==> src/rtl/ef_apb_requester.sv <==
// APB requester: turns a valid/ready command stream into single APB transfers, one response each.
// Latency: command accepted at edge 0 -> SETUP cycle 1 -> ACCESS cycle 2+ -> rsp_valid one cycle after PREADY.
// Backpressure: cmd_ready only in IDLE; response held stable until rsp_ready; wait states bounded by TIMEOUT.
//
// Ports:
//   PCLK, PRESETn                        clock, async active-low reset
//   cmd_valid/cmd_ready, cmd_write,
//   cmd_addr, cmd_wdata                  command stream (one transfer outstanding)
//   rsp_valid/rsp_ready, rsp_rdata,
//   rsp_err, rsp_timeout                 response stream
//   PADDR, PWRITE, PSEL, PENABLE, PWDATA,
//   PRDATA, PREADY, PSLVERR              APB requester side
module ef_apb_requester #(
  parameter int ADDR_WIDTH = 32,
  parameter int TIMEOUT    = 16
) (
  input  logic                  PCLK,
  input  logic                  PRESETn,
  input  logic                  cmd_valid,
  output logic                  cmd_ready,
  input  logic                  cmd_write,
  input  logic [ADDR_WIDTH-1:0] cmd_addr,
  input  logic [31:0]           cmd_wdata,
  output logic                  rsp_valid,
  input  logic                  rsp_ready,
  output logic [31:0]           rsp_rdata,
  output logic                  rsp_err,
  output logic                  rsp_timeout,
  output logic [31:0]           PADDR,
  output logic                  PWRITE,
  output logic                  PSEL,
  output logic                  PENABLE,
  output logic [31:0]           PWDATA,
  input  logic [31:0]           PRDATA,
  input  logic                  PREADY,
  input  logic                  PSLVERR
);

  localparam logic [1:0] IDLE   = 2'd0;
  localparam logic [1:0] SETUP  = 2'd1;
  localparam logic [1:0] ACCESS = 2'd2;
  localparam logic [1:0] RESP   = 2'd3;

  // Counter wide enough to hold TIMEOUT; one bit when the timeout is disabled.
  localparam int CW = (TIMEOUT > 0) ? $clog2(TIMEOUT + 1) : 1;
  // Count value seen during the TIMEOUT-th ACCESS cycle (first ACCESS cycle sees 0).
  localparam logic [CW-1:0] LAST_WAIT = (TIMEOUT > 0) ? CW'(TIMEOUT - 1) : '0;

  logic [1:0]    state_q,       state_d;
  logic [CW-1:0] wait_cnt_q,    wait_cnt_d;
  logic          cmd_ready_q,   cmd_ready_d;
  logic          psel_q,        psel_d;
  logic          penable_q,     penable_d;
  logic [31:0]   paddr_q,       paddr_d;
  logic          pwrite_q,      pwrite_d;
  logic [31:0]   pwdata_q,      pwdata_d;
  logic          rsp_valid_q,   rsp_valid_d;
  logic [31:0]   rsp_rdata_q,   rsp_rdata_d;
  logic          rsp_err_q,     rsp_err_d;
  logic          rsp_timeout_q, rsp_timeout_d;

  always_comb begin
    state_d       = state_q;
    wait_cnt_d    = wait_cnt_q;
    psel_d        = psel_q;
    penable_d     = penable_q;
    paddr_d       = paddr_q;
    pwrite_d      = pwrite_q;
    pwdata_d      = pwdata_q;
    rsp_valid_d   = rsp_valid_q;
    rsp_rdata_d   = rsp_rdata_q;
    rsp_err_d     = rsp_err_q;
    rsp_timeout_d = rsp_timeout_q;

    case (state_q)
      IDLE: begin
        if (cmd_valid && cmd_ready_q) begin
          paddr_d   = 32'(cmd_addr);
          pwrite_d  = cmd_write;
          pwdata_d  = cmd_wdata;
          psel_d    = 1'b1;
          penable_d = 1'b0;
          state_d   = SETUP;
        end
      end
      SETUP: begin
        penable_d  = 1'b1;
        wait_cnt_d = '0;
        state_d    = ACCESS;
      end
      ACCESS: begin
        // PREADY takes priority over a timeout firing in the same cycle.
        if (PREADY) begin
          rsp_rdata_d   = pwrite_q ? 32'd0 : PRDATA;
          rsp_err_d     = PSLVERR;
          rsp_timeout_d = 1'b0;
          psel_d        = 1'b0;
          penable_d     = 1'b0;
          rsp_valid_d   = 1'b1;
          state_d       = RESP;
        end else if ((TIMEOUT != 0) && (wait_cnt_q == LAST_WAIT)) begin
          rsp_rdata_d   = 32'd0;
          rsp_err_d     = 1'b1;
          rsp_timeout_d = 1'b1;
          psel_d        = 1'b0;
          penable_d     = 1'b0;
          rsp_valid_d   = 1'b1;
          state_d       = RESP;
        end else if (wait_cnt_q != '1) begin
          // Saturate rather than wrap (only reachable with the timeout disabled).
          wait_cnt_d = wait_cnt_q + CW'(1);
        end
      end
      RESP: begin
        if (rsp_ready) begin
          rsp_valid_d = 1'b0;
          state_d     = IDLE;
        end
      end
      default: state_d = IDLE;
    endcase

    // Registered decode of IDLE so cmd_ready is 0 while in reset.
    cmd_ready_d = (state_d == IDLE);
  end

  always_ff @(posedge PCLK or negedge PRESETn) begin
    if (!PRESETn) begin
      state_q       <= IDLE;
      wait_cnt_q    <= '0;
      cmd_ready_q   <= 1'b0;
      psel_q        <= 1'b0;
      penable_q     <= 1'b0;
      paddr_q       <= 32'd0;
      pwrite_q      <= 1'b0;
      pwdata_q      <= 32'd0;
      rsp_valid_q   <= 1'b0;
      rsp_rdata_q   <= 32'd0;
      rsp_err_q     <= 1'b0;
      rsp_timeout_q <= 1'b0;
    end else begin
      state_q       <= state_d;
      wait_cnt_q    <= wait_cnt_d;
      cmd_ready_q   <= cmd_ready_d;
      psel_q        <= psel_d;
      penable_q     <= penable_d;
      paddr_q       <= paddr_d;
      pwrite_q      <= pwrite_d;
      pwdata_q      <= pwdata_d;
      rsp_valid_q   <= rsp_valid_d;
      rsp_rdata_q   <= rsp_rdata_d;
      rsp_err_q     <= rsp_err_d;
      rsp_timeout_q <= rsp_timeout_d;
    end
  end

  assign cmd_ready   = cmd_ready_q;
  assign PSEL        = psel_q;
  assign PENABLE     = penable_q;
  assign PADDR       = paddr_q;
  assign PWRITE      = pwrite_q;
  assign PWDATA      = pwdata_q;
  assign rsp_valid   = rsp_valid_q;
  assign rsp_rdata   = rsp_rdata_q;
  assign rsp_err     = rsp_err_q;
  assign rsp_timeout = rsp_timeout_q;

endmodule

==> config.mk <==
export PLATFORM = sky130hd
export DESIGN_NAME = ef_apb_requester
export DESIGN_NICKNAME = d
export VERILOG_FILES = /design/src/rtl/ef_apb_requester.sv
export SDC_FILE = /design/constraint.sdc
export NUM_CORES = 1
export LEC_CHECK = 0
export BUFFER_PORTS_ARGS = -buffer_cell sky130_fd_sc_hd__buf_2
export CORE_ASPECT_RATIO = 0.7
export CORE_MARGIN = 2
export CORE_UTILIZATION = 42
export CTS_CLUSTER_SIZE = 40
export DETAILED_ROUTE_END_ITERATION = 8
export PLACE_DENSITY = 0.74
export RECOVER_POWER = 25
export SLEW_MARGIN = 20
export SYNTH_ARGS = -nofsm -noshare
export SYNTH_HDL_FRONTEND = slang
export SYNTH_SLANG_ARGS = --single-unit
==> constraint.sdc <==
create_clock -name PCLK -period 2 [get_ports PCLK]
set_input_delay 0.2 -clock PCLK [delete_from_list [all_inputs] [get_ports PCLK]]
set_output_delay 0.2 -clock PCLK [all_outputs]
set_load 0.01 [all_outputs]
==> results.json <==
{
  "status": "complete, no violations",
  "hold_viol": 0,
  "pin_count": 206,
  "clk_pin_slew_ns": 0.07,
  "hpwlAfterDp_um": 7760,
  "detail-route-antenna-nets": 0,
  "hold_path_end": "rsp_err",
  "netlist_top_cells_count": "dfrtp_1, o21ai_0, mux2_2, nand2_1, clkbuf_1",
  "htree_num_levels": 3,
  "slew_headroom_pct": 8.52,
  "die_width_um": 125,
  "cts_tree": "done",
  "drv_cap": 0,
  "route.vias.total": 3429,
  "cp_slowest_cell": "or4_4",
  "synthDistinctLibCells": 30,
  "clk_latency_ns": 0.34,
  "holdWs_ns": 0.0764,
  "post-place-ws_ns": -0.0432,
  "cts_buffer_depth": 2,
  "crit_required_ns": 2.28,
  "die_h_um": 88.8,
  "synth.most_common_cell": "dfrtp_1",
  "post-route-util_pct": 60.1,
  "crit_chain": "ha_2, and3_4, ha_2, or3_4, or4_4, a21boi_2",
  "final_cells": 684,
  "period_needed_ns": 1.93,
  "rsz0062_at_grt": "false",
  "first_pass_iters": 5,
  "antenna_found_initial": 0,
  "finalClockSkew_ns": 0.00914,
  "fin_ws_ns": 0.0670,
  "root_buffer": "clkbuf_16",
  "start_util_pct": 43.9,
  "syn_area_um2": 4320,
  "cts.sinks": 110,
  "remaining_drc_errors": 0,
  "coreArea_um2": 9830,
  "yosys_warnings": 0,
  "timing.rr.start": "wait_cnt_q[0]",
  "wl_um": 10600,
  "grt_max_degree": 111,
  "synth_top_area_cell": "dfrtp_1",
  "slew_violations": 0,
  "hold_depth": 2,
  "num-fill-cells": 811,
  "crit_type": "register to register",
  "gr-usage-all-layers_pct": 19.1,
  "grt-ovfl-total": 0,
  "place_area_um2": 5570,
  "wl_per_cell_um": 15.5,
  "end_kind": "register",
  "total_power_mw": 8.86,
  "vias_per_cell": 5.01,
  "synth-edff-count": 0,
  "r2r_cells": 6,
  "rows": 30,
  "hold_class": "input port to register",
  "period_share_pct": 96.7,
  "clock.fmax_mhz": 517,
  "async_flop_share_pct": 100,
  "ir_drop_uv": 640,
  "timing.rr.end": "wait_cnt_q[3]",
  "p_leak_nw": 3.05,
  "arrival_ns": 2.21,
  "critPathMostFrequentCell": "ha_2",
  "drt_iter0_markers": 154,
  "syn_to_final_growth_pct": 36.8,
  "avgSynthCellArea_um2": 12.7,
  "gp_congestion": 0.791,
  "cts_made_buffers": 9,
  "io_buffer_count": 205,
  "reg2reg_slack_ns": 0.07,
  "path_max_fanout": 2,
  "diodes": 0,
  "worstMarginPinSlew_ns": 1.37,
  "start_kind": "register",
  "drive_above_1_share_pct": 55.8,
  "setup_tns_ns": 0,
  "first_global_vias": 3462,
  "powerDensity_nw_per_um2": 1500,
  "synth.area.top_cells": "dfrtp_1, mux2_2, o21ai_0",
  "nets": 658,
  "finish.instance_area_um2": 5910,
  "ys.flop_type": "dfrtp_1",
  "place_inst": 665,
  "min-delay-start": "PSLVERR",
  "setup-violations-final": 0,
  "synth_cells": 340,
  "yosysSeqAreaShare_pct": 63.7,
  "synth_seq_cells": 110,
  "critical-path-max-stage-delay_ns": 0.43,
  "syn_nets": 446,
  "die-area_um2": 11100,
  "synth_top_area_share_pct": 63.7,
  "grt_pass1_wl_um": 16700
}
where the power goes:
group	internal, mW	leakage [nW]	total [mW]	switching [mW]
clock	1.00	0.135	1.76	0.761
sequential	3.24	1.40	3.79	0.544
combinational	1.59	1.52	3.31	1.72
worst max path at each step:
stage	to	depth (start not counted)	start	slack, ns
CTS	wait_cnt_q[3]	6	wait_cnt_q[0]	0.02
global placement	wait_cnt_q[3]	6	wait_cnt_q[1]	0.01
detailed placement	wait_cnt_q[3]	6	wait_cnt_q[1]	-0.04
floorplan	wait_cnt_q[3]	6	wait_cnt_q[0]	0.008
global route	wait_cnt_q[3]	7	wait_cnt_q[0]	0.02
finish	wait_cnt_q[3]	6	wait_cnt_q[0]	0.07
cell type report:
type / instances / area [µm²] / area share [%]
clock buffers: 12 / 246 / 4.17
clock inverters: 3 / 45.0 / 0.763
inverters: 4 / 15.0 / 0.254
multi-input cells: 205 / 1500 / 25.5
flip-flops and latches: 110 / 2750 / 46.6
well taps: 128 / 160 / 2.71
repair buffers: 222 / 1180 / 20.0
critical path: cells and delay by family, from the launching register on:
kind                     cells  cell delay (ns)
AND/OR/NAND/NOR              3             0.98
flip-flops                   1             0.39
adder cells (fa/ha/maj)      2             0.36
AO/OA/AOI/OAI                1             0.14
layout by cell type, fill, tap and decap left out, types with 2 or more instances in the layout:
cell type	n
nand2_1	38
inv_1	4
clkbuf_1	2
o21ai_1	2
dfrtp_1	110
buf_4	14
ha_2	2
buf_2	204
mux2i_1	3
buf_12	2
nand2b_1	3
mux2_2	65
o21ai_0	66
clkinvlp_4	2
clkbuf_16	9
nor2_1	3
a21oi_1	2
metal layers:
| layer | vias up | wire length [µm] | track usage [%] |
|---|---|---|---|
| met5 | - | 0 | 0 |
| li1 | 1603 | - | - |
| met3 | 8 | 1050 | 7.07 |
| met2 | 159 | 5040 | 31.3 |
| met4 | 0 | 86 | 5.15 |
| met1 | 1659 | 4410 | 24.3 |
cells by family after synthesis:
logic type	synth area share, %
flops	63.7
compound gates	9.36
mux	17.6
simple gates	5.91
buf+inv	2.49
fa+ha+maj	0.869
registers in the layout, indices dropped and copies added (netlist names), 2 cells and up:
register and flops:
state_q 2, PWDATA 32, PADDR 32, wait_cnt_q 5
rsp_rdata 32
repair_timing:
action	4_1_cts	5_1_grt
hold buffers	1	0
resized for setup	6	2
pin swaps	1	2
hold endpoints to repair	110	0
setup buffers	2	1
endpoints found under the setup margin	4	2
No activity file was read; power rests on OpenSTA's default activity.
